===== config.mk =====
export PLATFORM = sky130hd
export DESIGN_NAME = program_loader
export DESIGN_NICKNAME = d
export VERILOG_FILES = /design/src/rtl/program_loader.sv
export SDC_FILE = /design/constraint.sdc
export NUM_CORES = 1
export LEC_CHECK = 0
export CAP_MARGIN = 15
export CORE_ASPECT_RATIO = 0.6
export CORE_UTILIZATION = 30
export DETAILED_ROUTE_END_ITERATION = 7
export MAX_ROUTING_LAYER = met4
export PLACE_DENSITY = 0.62
export SLEW_MARGIN = 5
export SYNTH_ARGS = -nofsm -noshare
export SYNTH_HDL_FRONTEND = slang
export SYNTH_SLANG_ARGS = --single-unit
export TNS_END_PERCENT = 50

===== constraint.sdc =====
create_clock -name clock -period 2.07 [get_ports clock]
set_input_delay 0.207 -clock clock [delete_from_list [all_inputs] [get_ports clock]]
set_output_delay 0.207 -clock clock [all_outputs]
set_load 0.02 [all_outputs]

===== src/rtl/program_loader.sv =====
// program_loader
//
// Front end of the instruction decoder. Takes a valid/ready stream of
// instruction words and writes them into the decoder's instruction memory.
// It then reads every word back and compares the XOR of the read-back words
// with the XOR of the words it wrote. When the two agree it raises
// is_instruction_stored, which lets the decoder start executing.
//
// Ports
//   clock                  single clock; all state changes on the rising edge
//   reset_VM_n             asynchronous, active-low reset
//   start                  one-cycle pulse that begins a load (only seen in IDLE)
//   word_count             number of words N; legal range is 1..DEPTH
//   in_valid / in_data     incoming instruction stream
//   in_ready               the loader accepts a word this cycle (LOAD state only)
//   address_VM             memory address (registered)
//   datain_VM              memory write data (registered)
//   mode_VM                1 = write, 0 = read (registered)
//   dataout_VM             memory read data; valid the cycle after the address
//   is_instruction_stored  program loaded and verified
//   busy                   high in every state except IDLE
//   load_error             illegal count or failed verify; sticky until the
//                          next accepted start
//   checksum               XOR of all words accepted in the current/last load

module program_loader #(
  parameter int DEPTH  = 18,
  parameter int ADDR_W = 5,
  parameter int DATA_W = 32
) (
  input  logic              clock,
  input  logic              reset_VM_n,
  input  logic              start,
  input  logic [ADDR_W-1:0] word_count,
  input  logic              in_valid,
  input  logic [DATA_W-1:0] in_data,
  output logic              in_ready,
  output logic [ADDR_W-1:0] address_VM,
  output logic [DATA_W-1:0] datain_VM,
  output logic              mode_VM,
  input  logic [DATA_W-1:0] dataout_VM,
  output logic              is_instruction_stored,
  output logic              busy,
  output logic              load_error,
  output logic [DATA_W-1:0] checksum
);

  typedef enum logic [2:0] {
    IDLE,
    LOAD,
    FLUSH,
    VRD,
    VCHK,
    COMPARE
  } state_t;

  localparam logic [ADDR_W-1:0] DEPTH_W = ADDR_W'(DEPTH);
  localparam logic [ADDR_W-1:0] ONE_W   = ADDR_W'(1);

  state_t            state, state_next;

  // n_last holds N-1, so both pointers stop at the last index and never wrap.
  logic [ADDR_W-1:0] n_last, n_last_next;
  logic [ADDR_W-1:0] wr_ptr, wr_ptr_next;
  logic [ADDR_W-1:0] rd_ptr, rd_ptr_next;
  logic [DATA_W-1:0] acc, acc_next;

  logic [ADDR_W-1:0] address_next;
  logic [DATA_W-1:0] datain_next;
  logic              mode_next;
  logic              stored_next;
  logic              error_next;
  logic [DATA_W-1:0] checksum_next;

  logic              count_legal;

  assign in_ready    = (state == LOAD);
  assign busy        = (state != IDLE);
  assign count_legal = (word_count != '0) && (word_count <= DEPTH_W);

  always_ff @(posedge clock or negedge reset_VM_n) begin
    if (!reset_VM_n) begin
      state                 <= IDLE;
      n_last                <= '0;
      wr_ptr                <= '0;
      rd_ptr                <= '0;
      acc                   <= '0;
      address_VM            <= '0;
      datain_VM             <= '0;
      mode_VM               <= 1'b0;
      is_instruction_stored <= 1'b0;
      load_error            <= 1'b0;
      checksum              <= '0;
    end else begin
      state                 <= state_next;
      n_last                <= n_last_next;
      wr_ptr                <= wr_ptr_next;
      rd_ptr                <= rd_ptr_next;
      acc                   <= acc_next;
      address_VM            <= address_next;
      datain_VM             <= datain_next;
      mode_VM               <= mode_next;
      is_instruction_stored <= stored_next;
      load_error            <= error_next;
      checksum              <= checksum_next;
    end
  end

  // mode_next defaults to 0, so a write strobe lasts exactly one cycle per
  // accepted word. Every other register holds its value unless a state
  // updates it.
  always_comb begin
    state_next    = state;
    n_last_next   = n_last;
    wr_ptr_next   = wr_ptr;
    rd_ptr_next   = rd_ptr;
    acc_next      = acc;
    address_next  = address_VM;
    datain_next   = datain_VM;
    mode_next     = 1'b0;
    stored_next   = is_instruction_stored;
    error_next    = load_error;
    checksum_next = checksum;

    case (state)
      IDLE: begin
        if (start) begin
          if (count_legal) begin
            n_last_next   = word_count - ONE_W;
            checksum_next = '0;
            acc_next      = '0;
            wr_ptr_next   = '0;
            rd_ptr_next   = '0;
            error_next    = 1'b0;
            stored_next   = 1'b0;
            state_next    = LOAD;
          end else begin
            error_next = 1'b1;
          end
        end
      end

      // in_ready is high throughout LOAD, so in_valid alone means an accept.
      LOAD: begin
        if (in_valid) begin
          mode_next     = 1'b1;
          address_next  = wr_ptr;
          datain_next   = in_data;
          checksum_next = checksum ^ in_data;
          if (wr_ptr == n_last) begin
            state_next = FLUSH;
          end else begin
            wr_ptr_next = wr_ptr + ONE_W;
          end
        end
      end

      // The last write is on the bus during FLUSH. Point the address at word 0
      // so the first read is already presented in VRD.
      FLUSH: begin
        address_next = '0;
        state_next   = VRD;
      end

      VRD: begin
        state_next = VCHK;
      end

      VCHK: begin
        acc_next = acc ^ dataout_VM;
        if (rd_ptr == n_last) begin
          state_next = COMPARE;
        end else begin
          rd_ptr_next  = rd_ptr + ONE_W;
          address_next = rd_ptr + ONE_W;
          state_next   = VRD;
        end
      end

      COMPARE: begin
        if (acc == checksum) begin
          stored_next = 1'b1;
        end else begin
          error_next = 1'b1;
        end
        state_next = IDLE;
      end

      default: begin
        state_next = IDLE;
      end
    endcase
  end

endmodule


# Yosys cells after proc, flatten, opt, wreduce, memory -nomap -nowiden
# Index checks and enable logic that the tools add are counted.
[op_classes]
add_sub_neg = 3
n_div = 0
mux = 30
bitwise = 2
magnitude_cmp = 1
n_reduce_logical = 18
shift = 0
mul = 0
eq_ne = 16
[op_table]
columns = ["operator", "count"]
rows = [
  ["$pmux 32 s2", 2],
  ["$mux 32", 3],
  ["$xor 32x32->32", 2],
  ["$eq 32x32->1", 1],
  ["$mux 5", 6],
  ["$pmux 5 s2", 2],
  ["$reduce_and 4->1", 4],
  ["$mux 3", 5],
  ["$pmux 3 s5", 1],
  ["$pmux 5 s3", 1],
  ["$ne 2x2->1 const B", 7],
  ["$reduce_and 3->1", 4],
  ["$add 5x1->5 const B", 2],
  ["$eq 5x5->1", 2],
  ["$mux 1", 8],
  ["$eq 3x2->1 const B", 2],
  ["$eq 3x3->1 const B", 2],
  ["$reduce_bool 2->1", 3],
  ["$reduce_bool 3->1", 2],
  ["$le 5x5->1 const B", 1],
  ["$reduce_and 5->1", 1],
  ["$reduce_bool 5->1", 1],
  ["$sub 5x1->5 const B", 1],
  ["$pmux 1 s2", 2],
  ["5 further kinds", 5],
]
[word_totals]
mem_count = 0
mem_bits_rw = 0
reg_bits = 122
latchBits = 0
wordCells = 81
mem_bits_ro = 0

# Longest topological paths before layout
# Gate-level depths: netlist of run 1.
[logic_depth]
depth_word = 5
depth_mapped = 9
mapped_depth_nobuf = 7

# Worst setup path before layout of run 1
# Ideal clock, no wire load.
[synth_path]
kind = "register to register"
start = "reg state[0]"
end = "reg rd_ptr[0]"
path_stages_with_launch = 8
arrival_ns = 1.821
setup_slack_ns = 0.124
synth_period_minus_slack_ns = 1.946
setup_time_ns = 0.125
cell_sequence = "dfrtp_1 buf_6 nor3b_2 nand4_1 nor3_2 or3_1 buf_2 mux2_2"
[synth_via]
elab_chain_len = 3
elab_cells_between_ends = 8
classes_between = "eq/ne (4); mux (1); reduce/logical (3)"
[synth_rtl]
columns = ["element", "line_no", "rtl"]
rows = [
  ["from (decl)", "60", "state_t state, state_next;"],
  ["from (signal assigned)", "95", "state <= state_next;"],
  ["$eq 3x3->1 or $logic_not 3->1 (tied branches)", "125", "case (state)"],
  ["$ne 2x2->1 (no source line) or $reduce_bool 2->1 (tied branches)", "n/a", ""],
  ["$reduce_and 4->1 (no source line)", "n/a", ""],
  ["to (signal assigned)", "98", "rd_ptr <= rd_ptr_next;"],
  ["to (decl)", "65", "logic [ADDR_W-1:0] rd_ptr, rd_ptr_next;"],
]
# Several ways; a longest one is shown, not always the timed one.
# A chain may end at the register's enable or synchronous reset.

# Worst setup path after layout of run 1
[layout_path]
start = "in word_count[0]"
end = "reg rd_ptr[3]"
[layout_via]
elab_chain_len = 4
elab_cells_between_ends = 5
classes_between = "order compare (1); eq/ne (1); reduce/logical (3)"
[layout_rtl]
columns = ["element", "line_no", "rtl"]
rows = [
  ["from (decl)", "34", "input logic [ADDR_W-1:0] word_count,"],
  ["$le 5x5->1 or $reduce_bool 5->1 (tied branches)", "79", "assign count_legal = (word_count != '0) && (word_count <= DEPTH_W);"],
  ["$logic_and 1x1->1 *", "79", ""],
  ["$ne 2x2->1 (no source line) *", "n/a", ""],
  ["$reduce_and 4->1 (no source line) *", "n/a", ""],
]
# Every way passes the cells marked *; elsewhere a longest branch is shown, timed or not.

==> results of run 1 <==
-- cell usage after synthesis, types with 2 or more instances --
master	n
or4_1	2
nand3_1	6
inv_1	9
buf_6	5
nor2_1	76
o22a_1	3
and3_1	3
nor4_1	3
nand2_1	113
clkbuf_1	12
nor3b_2	2
nor3_1	5
a22o_1	3
xnor2_1	63
dfrtp_1	122
buf_2	9
ha_1	5
a2bb2oi_1	3
xor2_1	51
a21oi_1	6
nand4_1	6
nor2b_1	2
or3_1	2
o21ai_0	15
nor3b_1	33
mux2_2	5
-- final cells by class --
cell class,instances,area (µm²),share of cell area
clock buffer,20,447,0.0516
clock inverter,12,196,0.0227
inverter,10,37.5,0.00433
timing repair buffer,195,1920,0.222
tap,266,333,0.0384
multi-input combinational,426,2670,0.308
sequential,122,3050,0.353
-- what timing repair did --
item | 4_1_cts | 5_1_grt
hold buffers | 1 | 0
pin swaps | 2 | 2
endpoints found under the hold margin | 122 | 0
endpoints found under the setup margin | 4 | 4
resized for setup | 7 | 2
buffers inserted | 0 | 1
-- flip-flops by register name (all words and copies together) (netlist names) --
name and flops:
address_VM 5, datain_VM 32, load_error 1, mode_VM 1, wr_ptr 5, state 3
rd_ptr 5, acc 32, n_last 5, is_instruction_stored 1, checksum 32
-- through the flow --
step           setup slack, ns   util  setup TNS, ns
2_1_floorplan            0.124      -              0
3_3_place_gp            -0.260  0.417         -13.92
3_5_place_dp            -0.299  0.417         -15.94
4_1_cts                0.00183  0.453              0
5_1_grt                0.00982  0.454              0
6_report                 0.105  0.454              0
-- logic make-up (layout without fill, tap and decap cells) --
group                    Yosys count  count (layout)  synth area share
AND/OR/NAND/NOR                  260             260             0.207
flip-flops                       122             122             0.521
adder cells (fa/ha/maj)            5               5            0.0107
buffers and inverters             36             237            0.0314
multiplexers                       6               6            0.0113
AO/OA/AOI/OAI                     41              41            0.0476
XOR/XNOR                         114             114             0.170
-- path summary, 6_finish.rpt --
path / cells past startpoint / startpoint / slack (ns) / end
setup / recovery: 7 / word_count[0] / 0.11 / rd_ptr[3]$_DFFE_PN0P_
hold / removal: 2 / reset_VM_n / 0.19 / datain_VM[28]$_DFFE_PN0P_
setup reg to reg: 7 / acc[23]$_DFFE_PN0P_ / 0.17 / load_error$_DFFE_PN0P_
hold reg to reg: 2 / datain_VM[27]$_DFFE_PN0P_ / 0.47 / datain_VM[27]$_DFFE_PN0P_
max in group asynchronous: 3 / reset_VM_n / 1.33 / acc[15]$_DFFE_PN0P_
min in group clock: 3 / in_data[21] / 0.37 / datain_VM[21]$_DFFE_PN0P_
-- metal layers --
layer	up-vias	GRT usage	part of all wire
met5	-	-	0
met4	0	0.0342	0.0041
met3	9	0.0509	0.073
met2	151	0.215	0.37
met1	2181	0.280	0.55
li1	2282	-	-
-- power breakdown --
group / switching (mW) / internal (mW) / leakage, nW
Sequential: 0.956 / 3.44 / 1.54
Combinational: 3.47 / 3.15 / 1.99
Clock: 1.09 / 2.17 / 0.306
Total: 5.52 / 8.75 / 3.84
==> results.json, run 1 <==
{
  "placed_cells_incl_taps": 1017,
  "synth_seq_cells": 122,
  "core_mm2": 0.0191,
  "fmax_mhz": 509,
  "design_area_mm2": 0.00866,
  "power_mw": 14.3,
  "worstSetupPathType": "primary input to flop",
  "numCtsBuffers": 17,
  "finalCritPeriodShare": 0.949,
  "worstPathArrival_ns": 2.25,
  "drv_slew": 0,
  "n_fill_cell": 1848,
  "fin_crit_ns": 1.96,
  "cts_tree": "built",
  "antenna_found_initial": 0,
  "rsz0062_at_grt": "no",
  "drtIter0Drc": 350,
  "p_leak_nw": 3.84,
  "drt-pass1-iter-count": 5,
  "max_slew_margin": 0.707,
  "grt.overflow.total": 0,
  "grt_pass1_wl_um": 26200,
  "synth_edf_count": 0,
  "area_growth_pct": 47.9,
  "instances_no_fill": 1051,
  "synth_top_area_share": 0.521,
  "vias_per_cell": 4.40,
  "ys.flop_type": "dfrtp_1",
  "num_rows": 39,
  "ir_drop_v": 0.000684,
  "placed_area_mm2": 0.00796,
  "dp_hpwl_um": 12300,
  "first_global_vias": 4574,
  "layout.nets": 850,
  "wl_per_cell_um": 15.7,
  "grt_max_degree": 57,
  "hold_class": "primary input to asynchronous set/reset pin",
  "die_w_um": 182,
  "ys_top_cells_by_area": "dfrtp_1 52%, xnor2_1 9.4%, xor2_1 7.6%, nand2_1 7.2%, nor2_1 4.9%",
  "io_buffers": 146,
  "clock-sinks": 122,
  "synth.cell_area_mm2": 0.00586,
  "yosysTopAreaCell": "dfrtp_1",
  "totalWireLength_um": 16500,
  "tightest_slew_ns": 0.436,
  "crit_fanout": 5,
  "start_util": 0.307,
  "vias": 4623,
  "maxCapViolations": 0,
  "clk_latency_ns": 0.40,
  "ioPinCount": 147,
  "gp_congestion": 0.954,
  "cp_top_family": "simple AND/OR/NAND/NOR gates",
  "path_buf_inv": 2,
  "final_common_cell": "clkdlybuf4s50_1",
  "fin_skew_ns": 0.00707,
  "final_cell_mix": "143 x clkdlybuf4s50_1, 122 x dfrtp_1, 113 x nand2_1",
  "cp_slowest_cell": "clkdlybuf4s50_1",
  "layout-drive-gt1-share": 0.125,
  "diodes": 0,
  "holdWs_ns": 0.194,
  "avgSynthCellArea_um2": 10.0,
  "seq_area_frac_synth": 0.521,
  "ys_warn_count": 0,
  "cts-root-buf": "clkbuf_16",
  "syn_nets": 662,
  "h-tree-depth": 4,
  "hold_viol": 0,
  "die_h_um": 110,
  "ant_nets": 0,
  "path_clk_slew_ns": 0.06,
  "grt_usage": 0.178,
  "ctsLongestPathBuffers": 2,
  "cp-end-kind": "flop",
  "cp-start-kind": "primary input",
  "synthDistinctLibCells": 46,
  "critPathMaxStageDelay_ns": 0.41,
  "drc": 0,
  "power.density_mw_per_mm2": 1650,
  "setup_violations": 0,
  "critical_path_required_ns": 2.35,
  "async_reset_ff_frac": 1.00,
  "die-area_mm2": 0.0201,
  "status": "finished, final reports clean",
  "synth_cells": 584,
  "path_cells": "clkdlybuf4s50_1, inv_1, ha_1, or3b_4, a221oi_4, or3_1, mux2_2"
}
Power figures use the tool's default switching activity.
==> run 2: changes to the inputs <==
- GPL_TIMING_DRIVEN: not set -> 0
- RECOVER_POWER: not set -> 25
==> results.json, run 2 (synthesis results as in run 1) <==
{
  "status": "finished, final reports clean",
  "hold_viol": 0,
  "grt_max_degree": 74,
  "area_growth_pct": 43.6,
  "power.density_mw_per_mm2": 1660,
  "layout-drive-gt1-share": 0.101,
  "placed_area_mm2": 0.00768,
  "fin_crit_ns": 1.96,
  "totalWireLength_um": 17000,
  "ir_drop_v": 0.000609,
  "core_mm2": 0.0191,
  "cp-end-kind": "flop",
  "drtIter0Drc": 279,
  "ant_nets": 0,
  "num_rows": 39,
  "rsz0062_at_grt": "no",
  "finalCritPeriodShare": 0.945,
  "die_w_um": 182,
  "grt_usage": 0.185,
  "start_util": 0.307,
  "setup_violations": 0,
  "ioPinCount": 147,
  "cp-start-kind": "flop",
  "antenna_found_initial": 0,
  "final_common_cell": "clkdlybuf4s50_1",
  "die-area_mm2": 0.0201,
  "drv_slew": 0,
  "die_h_um": 110,
  "drc": 0,
  "fin_skew_ns": 0.00913,
  "clock-sinks": 122,
  "dp_hpwl_um": 12700,
  "cts-root-buf": "clkbuf_16",
  "final_cell_mix": "141 x clkdlybuf4s50_1, 122 x dfrtp_1, 112 x nand2_1",
  "n_fill_cell": 1839,
  "hold_class": "primary input to flop",
  "h-tree-depth": 4,
  "gp_congestion": 0.830,
  "vias": 4522,
  "whs_path_depth": 2,
  "reg.largest.list": "acc (32), checksum (32), datain_VM (32)",
  "numCtsBuffers": 17,
  "p_leak_nw": 3.69,
  "max_slew_margin": 0.128,
  "fmax_mhz": 511,
  "grt_pass1_wl_um": 26300,
  "cts_tree": "built",
  "worstPathArrival_ns": 2.25,
  "path_clk_slew_ns": 0.05,
  "final.setup.tns_ns": 0,
  "wl_per_cell_um": 16.5,
  "layout.nets": 834,
  "design_area_mm2": 0.00841,
  "r2r_cells": 7,
  "vias_per_cell": 4.37,
  "ctsLongestPathBuffers": 2,
  "clk_latency_ns": 0.42,
  "grt.overflow.total": 0,
  "maxCapViolations": 0,
  "tightest_slew_ns": 1.31,
  "io_buffers": 146,
  "crit_fanout": 10,
  "critical_path_required_ns": 2.37,
  "drt-pass1-iter-count": 5,
  "first_global_vias": 4506,
  "worstSetupPathType": "flop to flop",
  "diodes": 0
}
-- run 2: changes by cell type in the layout (fill, tap and decap cells not counted), sizes merged --
cell           before  now
clkdlybuf4s50     143  141
clkinvlp            3    4
inv                10   11
buf                49   19
bufinv              5    3
clkinv              4    6
clkbuf             20   33
dlygate4sd2         2    3
-- run 2: layout make-up --
type	count	area [µm²]	share of cell area
Clock buffer	18	429	0.0510
Clock inverter	14	174	0.0207
Timing Repair Buffer	153	1530	0.181
Tap cell	266	333	0.0396
Buffer	26	169	0.0201
Multi-Input combinational cell	426	2690	0.320
Inverter	10	37.5	0.00446
Sequential cell	122	3050	0.363
-- run 2: worst paths after layout --
kind | slack [ns] | endpoint | startpoint
max | 0.11 | rd_ptr[2]$_DFFE_PN0P_ | state[0]$_DFFE_PN0P_
min | 0.22 | n_last[0]$_DFFE_PN0P_ | word_count[0]
max reg2reg | 0.11 | rd_ptr[2]$_DFFE_PN0P_ | state[0]$_DFFE_PN0P_
min reg2reg | 0.47 | datain_VM[14]$_DFFE_PN0P_ | datain_VM[14]$_DFFE_PN0P_
max in group asynchronous | 0.48 | datain_VM[23]$_DFFE_PN0P_ | reset_VM_n
min in group asynchronous | 0.62 | datain_VM[28]$_DFFE_PN0P_ | reset_VM_n
-- run 2: layer usage --
| layer | track usage | wire [µm] | vias to the layer above |
|---|---|---|---|
| met5 | - | 0 | - |
| met3 | 0.0621 | 1270 | 13 |
| li1 | - | - | 2247 |
| met2 | 0.225 | 6220 | 156 |
| met4 | 0.0498 | 150 | 0 |
| met1 | 0.279 | 9400 | 2106 |
-- run 2: metrics by stage --
stage / hold WS (ns) / setup slack (ns) / total power, mW / utilization / std cells
after floorplan: -0.0886 / 0.124 / 7.99 / - / 584
after global placement: 0.459 / -4.21 / 10.6 / 0.401 / 996
after detailed placement: 0.183 / -0.696 / 10.7 / 0.403 / 997
after CTS: 0.218 / -0.0839 / 14.0 / 0.439 / 1032
after global routing: 0.242 / 0.0256 / 14.9 / 0.441 / 1035
final: 0.220 / 0.113 / 13.9 / 0.441 / 1035
-- run 2: critical path, stage by stage, from the launching register on --
cell,delay (ns)
dfrtp_1,0.37
buf_6,0.14
nor3b_2,0.32
nand4_1,0.20
nor3_4,0.19
or3_1,0.14
buf_4,0.15
mux2_2,0.33
-- run 2: report_power, final --
part | total (mW) | internal [mW] | switching (mW)
combinational | 6.49 | 2.95 | 3.54
sequential | 4.40 | 3.44 | 0.960
clock | 3.04 | 1.90 | 1.14
-- run 2: timing repair --
item | in CTS | in global routing
setup endpoints to repair | 101 | 23
hold endpoints to repair | 49 | 0
pin swaps | 3 | 3
buffers inserted | 2 | 3
hold buffers | 1 | 0
gates resized for setup | 23 | 7
==> run 3: changes to the inputs <==
- CAP_MARGIN: 15 -> 10
==> results of run 3 <==
Same layout as run 2: the final DEF is identical, and so are final timing and power.
